File: src/rtl/eth_tx_packer.sv
// eth_tx_packer: packs a byte stream into length-prefixed frames for an Ethernet MAC.
// Ports: i_clk/i_rst (sync active-high); i_wdata/i_wvalid/o_wready payload input;
//        o_tx_data/o_tx_valid/o_tx_last/i_tx_ready framed output.
// Optional: define ETH_TX_PACKER_CHK_EN to append an XOR checksum byte to each frame.
module eth_tx_packer #(
  parameter int DEPTH       = 256,
  parameter int IDLE_CYCLES = 64,
  parameter int MAX_LEN     = 255
) (
  input  logic       i_clk,
  input  logic       i_rst,
  input  logic [7:0] i_wdata,
  input  logic       i_wvalid,
  output logic       o_wready,
  output logic [7:0] o_tx_data,
  output logic       o_tx_valid,
  input  logic       i_tx_ready,
  output logic       o_tx_last
);
  localparam int AW = $clog2(DEPTH);
`ifdef ETH_TX_PACKER_CHK_EN
  localparam bit CHK_EN = 1'b1;
`else
  localparam bit CHK_EN = 1'b0;
`endif
  typedef enum logic [2:0] {
    IDLE, LEN_HI, LEN_LO, PAYLOAD
`ifdef ETH_TX_PACKER_CHK_EN
    , CHK
`endif
  } state_t;
  logic [7:0]  r_mem [DEPTH];
  logic [15:0] r_lq [4];
  logic [AW:0] r_wp, r_rp;
  logic [2:0]  r_lwp, r_lrp;
  logic [15:0] r_len, r_idle, r_rem;
`ifdef ETH_TX_PACKER_CHK_EN
  logic [7:0]  r_chk;
`endif
  state_t      r_st;
  logic        w_full, w_lq_full, w_lq_empty, w_acc, w_close;
  logic [15:0] w_len_nx, w_head;
  logic [7:0]  w_byte;
  // extra pointer MSB separates full (MSBs differ) from empty (pointers equal)
  assign w_full     = (r_wp[AW] != r_rp[AW]) && (r_wp[AW-1:0] == r_rp[AW-1:0]);
  assign w_lq_full  = (r_lwp[2] != r_lrp[2]) && (r_lwp[1:0] == r_lrp[1:0]);
  assign w_lq_empty = r_lwp == r_lrp;
  assign o_wready   = !i_rst && !w_full && !w_lq_full;
  assign w_acc      = i_wvalid && o_wready;
  assign w_len_nx   = r_len + 16'(w_acc);
  // an idle-timed-out frame waits for a free length slot before it closes
  assign w_close    = !w_lq_full && (w_len_nx != 16'd0) &&
                      ((w_len_nx == 16'(MAX_LEN)) || (!w_acc && r_idle == 16'(IDLE_CYCLES)));
  assign w_head     = r_lq[r_lrp[1:0]];
  assign w_byte     = r_mem[r_rp[AW-1:0]];
  always_ff @(posedge i_clk) begin
    if (w_acc) r_mem[r_wp[AW-1:0]] <= i_wdata;
    if (w_close) r_lq[r_lwp[1:0]] <= w_len_nx;
  end
  always_ff @(posedge i_clk) begin
    if (i_rst) begin
      r_wp   <= '0;
      r_lwp  <= '0;
      r_len  <= '0;
      r_idle <= '0;
    end else begin
      r_wp   <= r_wp + (AW+1)'(w_acc);
      r_lwp  <= r_lwp + 3'(w_close);
      r_len  <= w_close ? 16'd0 : w_len_nx;
      r_idle <= w_acc ? 16'd0 : (r_idle == 16'(IDLE_CYCLES) ? r_idle : r_idle + 16'd1);
    end
  end
  // r_rem holds the frame length in LEN_HI/LEN_LO, then the payload bytes left after the current one
  always_ff @(posedge i_clk) begin
    if (i_rst) begin
      r_st       <= IDLE;
      r_rp       <= '0;
      r_lrp      <= '0;
      r_rem      <= '0;
      o_tx_data  <= '0;
      o_tx_valid <= 1'b0;
      o_tx_last  <= 1'b0;
`ifdef ETH_TX_PACKER_CHK_EN
      r_chk      <= '0;
`endif
    end else begin
      case (r_st)
        IDLE: if (!w_lq_empty) begin
          r_st       <= LEN_HI;
          r_rem      <= w_head;
          o_tx_data  <= w_head[15:8];
          o_tx_valid <= 1'b1;
        end
        LEN_HI: if (o_tx_valid && i_tx_ready) begin
          r_st      <= LEN_LO;
          o_tx_data <= r_rem[7:0];
        end
        LEN_LO: if (o_tx_valid && i_tx_ready) begin
          r_st      <= PAYLOAD;
          o_tx_data <= w_byte;
          o_tx_last <= (r_rem == 16'd1) && !CHK_EN;
          r_rp      <= r_rp + 1'b1;
          r_rem     <= r_rem - 16'd1;
`ifdef ETH_TX_PACKER_CHK_EN
          r_chk     <= w_byte;
`endif
        end
        PAYLOAD: if (o_tx_valid && i_tx_ready) begin
          if (r_rem == 16'd0) begin
`ifdef ETH_TX_PACKER_CHK_EN
            r_st       <= CHK;
            o_tx_data  <= r_chk;
            o_tx_last  <= 1'b1;
`else
            r_st       <= IDLE;
            r_lrp      <= r_lrp + 3'd1;
            o_tx_data  <= '0;
            o_tx_valid <= 1'b0;
            o_tx_last  <= 1'b0;
`endif
          end else begin
            o_tx_data <= w_byte;
            o_tx_last <= (r_rem == 16'd1) && !CHK_EN;
            r_rp      <= r_rp + 1'b1;
            r_rem     <= r_rem - 16'd1;
`ifdef ETH_TX_PACKER_CHK_EN
            r_chk     <= r_chk ^ w_byte;
`endif
          end
        end
`ifdef ETH_TX_PACKER_CHK_EN
        CHK: if (o_tx_valid && i_tx_ready) begin
          r_st       <= IDLE;
          r_lrp      <= r_lrp + 3'd1;
          o_tx_data  <= '0;
          o_tx_valid <= 1'b0;
          o_tx_last  <= 1'b0;
        end
`endif
        default: r_st <= IDLE;
      endcase
    end
  end
endmodule
File: config.mk
export PLATFORM = sky130hd
export DESIGN_NAME = eth_tx_packer
export DESIGN_NICKNAME = d
export VERILOG_FILES = /design/src/rtl/eth_tx_packer.sv
export SDC_FILE = /design/constraint.sdc
export NUM_CORES = 2
export LEC_CHECK = 0
export CORE_UTILIZATION = 55
export DETAILED_ROUTE_END_ITERATION = 10
export PLACE_DENSITY = 0.76
export SETUP_SLACK_MARGIN = 0.4
export SYNTH_ARGS = -nofsm -noshare
export SYNTH_HDL_FRONTEND = slang
export SYNTH_SLANG_ARGS = --single-unit
File: constraint.sdc
create_clock -name i_clk -period 11.2 [get_ports i_clk]
set_input_delay 1.68 -clock i_clk [delete_from_list [all_inputs] [get_ports i_clk]]
set_output_delay 1.68 -clock i_clk [all_outputs]
set_load 0.05 [all_outputs]
# == Word-level counts from Yosys, hierarchy flattened ==
# Memory sizes are Yosys's and may differ from the RTL's. A register that Yosys moved wholly into a read port is not among the register bits.
# Cells that the tools add are included.
# Widths: inputs -> output; s select.
# word_totals
ff_bits,85
ramBits,2112
in_bits,12
output_inout_bits,11
word_cells,104
n_memories,2
# classes
n_addsub,7
eq_ne,17
muxes,37
reduce_logical,30
# mem_list
name,depth,width,rd,rd_ports_with_merged_regs,write_ports,line,text
r_mem,256,8,1,1,1,32,logic [7:0] r_mem [DEPTH];
r_lq,4,16,1,1,1,33,logic [15:0] r_lq [4];
# ops
cell,n
$mux 16,4
$mux 8,7
$pmux 16 s3,1
$pmux 8 s4,1
$mux 9,3
$pmux 9 s2,1
$add 16x1->16,1
$add 16x1->16 const B,1
$eq 16x1->1 const B,1
$eq 16x7->1 const B,1
$eq 16x8->1 const B,1
$logic_not 16->1,1
$reduce_bool 16->1,1
$sub 16x1->16 const B,1
$mux 3,5
$reduce_and 5->1,3
$ne 2x2->1 const B,6
$pmux 3 s4,1
$mux 1,10
$add 9x1->9,1
$add 9x1->9 const B,1
$logic_and 1x1->1,9
$eq 8x8->1,1
$reduce_and 4->1,2
17 further kinds,27

# == Longest topological paths before layout ==
# depth
ltp_word,12
depth_mapped,16
ltp_nobuf,14

# == Worst setup path before layout ==
# Ideal clock, no wire load.
# synth_timing
path_kind,in2reg
start,input i_rst
end,memory r_lq[0][0] (enable)
setup_time_ps,387
arrival_ps,5002
t_required_ps,10813
setup_slack_ps,5812
path_stages,11
n_path_buf,1
path_cell_list,clkbuf_1 -> a31o_1 -> a311oi_2 -> ha_1 -> nand2_4 -> nor3_2 -> o211ai_1 -> a2111oi_4 -> a41oi_2 -> a311oi_4 -> nor3b_2
# synth_via
elab_chain_len,10
word_cells_on_any_way,14
cone_classes,add/sub: 1; eq/ne: 1; mux: 2; reduce/logical: 10
# synth_lines
element,line,text
from (decl),11,"input logic i_rst,"
$logic_not 1->1 *,48,assign o_wready = !i_rst && !w_full && !w_lq_full;
$logic_and 1x1->1 * (2 in series),48,
$logic_and 1x1->1 *,49,assign w_acc = i_wvalid && o_wready;
$add 16x1->16 / $logic_not 1->1 (equally long branches),"50, 53",
"$eq 16x8->1, or another cell as far along",53,((w_len_nx == 16'(MAX_LEN)) || (!w_acc && r_idle == 16'(IDLE_CYCLES)));
$logic_or 1x1->1 / $logic_and 1x1->1 (equally long branches),"53, 52",
$logic_and 1x1->1 *,52,assign w_close = !w_lq_full && (w_len_nx != 16'd0) &&
$mux 1 *,58,if (w_close) r_lq[r_lwp[1:0]] <= w_len_nx;
$mux 1 (not written as such) *,58,
to (decl),33,
# Mark *: on every way between the ends. The rest lies on a longest branch, timed or not.

# == Worst setup path in the final report ==
# layout_timing
start,register r_wp[0]
end,output o_wready
# layout_via
elab_chain_len,5
# layout_lines
element,line,text
from (decl),34,"logic [AW:0] r_wp, r_rp;"
from (signal assigned),67,r_wp <= r_wp + (AW+1)'(w_acc);
$eq 8x8->1,45,assign w_full = (r_wp[AW] != r_rp[AW]) && (r_wp[AW-1:0] == r_rp[AW-1:0]);
$logic_and 1x1->1,45,
$logic_not 1->1,48,
$logic_and 1x1->1 (2 in series),48,
to (decl),14,"output logic o_wready,"
# Every way passes these cells.

==> impl_metrics.env <==
export IMPL_crit_arrival_ns=3.53
export IMPL_cpMaxStageDelayCell="nor4_1"
export IMPL_hold_class="reg2reg"
export IMPL_cts_tree="built"
export IMPL_p_int_uw=13000
export IMPL_io_pins=23
export IMPL_status="finished, final reports clean"
export IMPL_maxCapViolCount=0
export IMPL_viasPerCell=6.66
export IMPL_avgSynthCellArea_um2=19.9
export IMPL_cts_hold_buffers_added=0
export IMPL_grt_max_degree=121
export IMPL_final_hold_viol_count=0
export IMPL_final_max_slew_viol_count=0
export IMPL_grt_use_total=0.267
export IMPL_cts_resized_gates=0
export IMPL_timing_fmax_mhz=192
export IMPL_drive_above_1_share=0.211
export IMPL_fin_crit_sh=0.465
export IMPL_cts_sinks=2206
export IMPL_layout_common_cells="2112 x edfxtp_1, 515 x mux4_2, 382 x nor2_1"
export IMPL_syn_area_um2=86700
export IMPL_hold_depth=2
export IMPL_fin_skew_ns=0.0329
export IMPL_dr_first_iter_drc_count=6214
export IMPL_preCtsSetupSlack_ns=5.18
export IMPL_slew_limit_headroom=0.0749
export IMPL_die_x_um=399
export IMPL_wl_per_cell_um=31.6
export IMPL_setup_viol=0
export IMPL_place_port_buffers=22
export IMPL_crit_path_cell_trace="xor2_1, nor4_1, a31oi_1, clkdlybuf4s50_1"
export IMPL_place_gp_congestion=0.899
export IMPL_finalPower_uw=16500
export IMPL_rr_endpoint="o_tx_data[7]"
export IMPL_clk_latency_ns=0.85
export IMPL_layout_commonest_cell="edfxtp_1"
export IMPL_synth_seq_cells=2206
export IMPL_cts_setup_buffers=0
export IMPL_die_area_um2=159000
export IMPL_netSwitchingPower_uw=3430
export IMPL_via_count=44200
export IMPL_synth_ff_type="edfxtp_1"
export IMPL_ys_warn_count=0
export IMPL_syn_nets=4390
export IMPL_cts_max_path_buffers=3
export IMPL_powerDensity_nw_per_um2=173
export IMPL_combPwrFrac=0.030
export IMPL_synth_edff_count=2112
export IMPL_start_util=0.554
export IMPL_rsz0062_at_grt="false"
export IMPL_hold_start="o_tx_last"
export IMPL_worst_setup_path_type="reg2out"
export IMPL_grt_pass1_wl_mm=304
export IMPL_ff2ff_setup_slack_ns=6.08
export IMPL_ant_nets=0
export IMPL_min_to="o_tx_last"
export IMPL_wirelength_mm=210
export IMPL_p_clk_frac=0.416
export IMPL_critPathMaxFanout=6
export IMPL_start_kind="flip-flop"
export IMPL_worst_setup_path_end_kind="output pin"
export IMPL_first_global_vias=44000
export IMPL_fin_ws_ns=5.99
export IMPL_worst_pin_slew_ns=1.37
export IMPL_synth_seq_area_share=0.754
export IMPL_synthCells=4362
export IMPL_synth_cell_types=84
export IMPL_async_flop_share=0
export IMPL_drt_pass1_iter_count=6
export IMPL_fin_crit_ns=5.21
export IMPL_antenna_found_initial=6
export IMPL_cp_num_buf_inv=1
export IMPL_core_area_um2=156000
export IMPL_ir_worst_vdd_mv=0.151
export IMPL_gr_total_overflow=0
export IMPL_crit_family="simple AND/OR/NAND/NOR gates"
export IMPL_p_leak_uw=0.0290
export IMPL_cts_htree_levels=4
export IMPL_rows=145
export IMPL_nets=4438
export IMPL_cts_buffers=207
export IMPL_die_h_um=399
export IMPL_syn2layout_area_growth_pct=9.91
export IMPL_p_sw_frac=0.209
export IMPL_dp_hpwl_mm=124
export IMPL_clk_pin_slew_worst_paths_ns=0.06
export IMPL_reg2regPathDepth=9
export IMPL_clock_root_buffer="clkbuf_16"
export IMPL_required_ns=9.52
export IMPL_setup_tns_ns=0
export IMPL_num_fill_cells=10500
export IMPL_drc=0
export IMPL_slowest_delay_ns=1.04
export IMPL_pwr_share_seq=0.553
-- power groups by stage --
stage               logic [uW]  clock network, uW  registers, uW
floorplan                  233                  0           9290
global placement           475                  0           9280
detailed placement         488                  0           9280
CTS                        489               6900           9100
global route               542               7200           9100
finish                     496               6850           9100
-- how the worst max path moves through the flow --
| stage | startpoint | end | slack, ns | cells past startpoint |
|---|---|---|---|---|
| 3_5_place_dp | i_rst | r_lq[3][14] | 5.18 | 12 |
| 3_3_place_gp | i_rst | r_lq[1][14] | 5.40 | 12 |
| 5_1_grt | i_rst | r_lq[2][0] | 5.83 | 12 |
| 6_report | r_wp[0] | o_wready | 5.99 | 4 |
| 4_1_cts | i_rst | o_wready | 6.01 | 5 |
| 2_1_floorplan | i_rst | r_lq[0][0] | 5.81 | 11 |
-- cells in the mapped netlist (all sizes together) (13+ instances only) --
library cell	n	area, um2
inv	26	97.6
nor2b	20	125
nand4	17	121
xor2	39	342
buf	136	1020
dfxtp	94	1880
mux2	13	146
mux4	515	11600
a22o	14	123
mux2i	105	1050
a211oi	22	165
clkbuf	122	468
xnor2	19	181
nand2	154	586
o211ai	16	120
o21ai	51	255
edfxtp	2112	63400
nor4	13	87.6
and3	16	101
a31oi	20	125
nor2	393	1500
o221ai	21	184
nor3	29	150
a21oi	65	325
a221oi	22	193
o22ai	40	250
ha	16	200
nand3	67	335
a22oi	69	518
-- metal layers --
| metal | track usage | wire, um |
|---|---|---|
| met3 | 0.0713 | 24300 |
| met5 | 0 | 23 |
| met2 | 0.413 | 98800 |
| met4 | 0.105 | 8570 |
| met1 | 0.366 | 77900 |
-- through the flow --
| stage | hold slack [ns] | cell area (um2) | std cells | utilization |
|---|---|---|---|---|
| 2_1_floorplan | 0.470 | 86700 | 4362 | - |
| 3_3_place_gp | 0.486 | 88700 | 6259 | 0.567 |
| 3_5_place_dp | 0.492 | 88700 | 6259 | 0.567 |
| 4_1_cts | 0.502 | 95200 | 6636 | 0.609 |
| 5_1_grt | 0.521 | 95200 | 6636 | 0.609 |
| 6_report | 0.495 | 95200 | 6639 | 0.609 |
-- sequential cells by signal, indices dropped and copies added (netlist names), 8 cells and up, named ones only --
signal and flops:
r_mem 2048, r_lq 64, r_idle 16, r_len 16, r_rem 16, r_rp 9, r_wp 9, o_tx_data 8
-- worst register-to-register path, stage by stage, from the launching register on --
cell	delay, ns
dfxtp_4	0.83
buf_12	0.54
buf_4	1.02
mux4_2	0.39
a22o_1	0.21
a221oi_1	0.07
o21ai_0	1.07
nor3_1	0.25
a2111oi_0	0.50
a21o_1	0.17
-- kinds of logic after synthesis --
logic type,count (synthesis),synth area share
flip-flops,2206,0.754
multiplexers,633,0.148
AO/OA/AOI/OAI,394,0.0321
adder cells (fa/ha/maj),16,0.00231
XOR/XNOR,58,0.00604
buffers and inverters,284,0.0183
AND/OR/NAND/NOR,771,0.0401
-- cell type report --
cell class                 count  area, um2  area share
antenna                        3       7.51   0.0000788
clock inverter               120       1080      0.0114
tap                         2058       2570      0.0270
inverter                      26       97.6     0.00102
timing repair buffer          97        858     0.00901
sequential                  2206      65300       0.686
clock buffer                 257       5500      0.0578
multi-input combinational   1872      19800       0.208
Note: power is estimated with default switching activity, not from simulation.
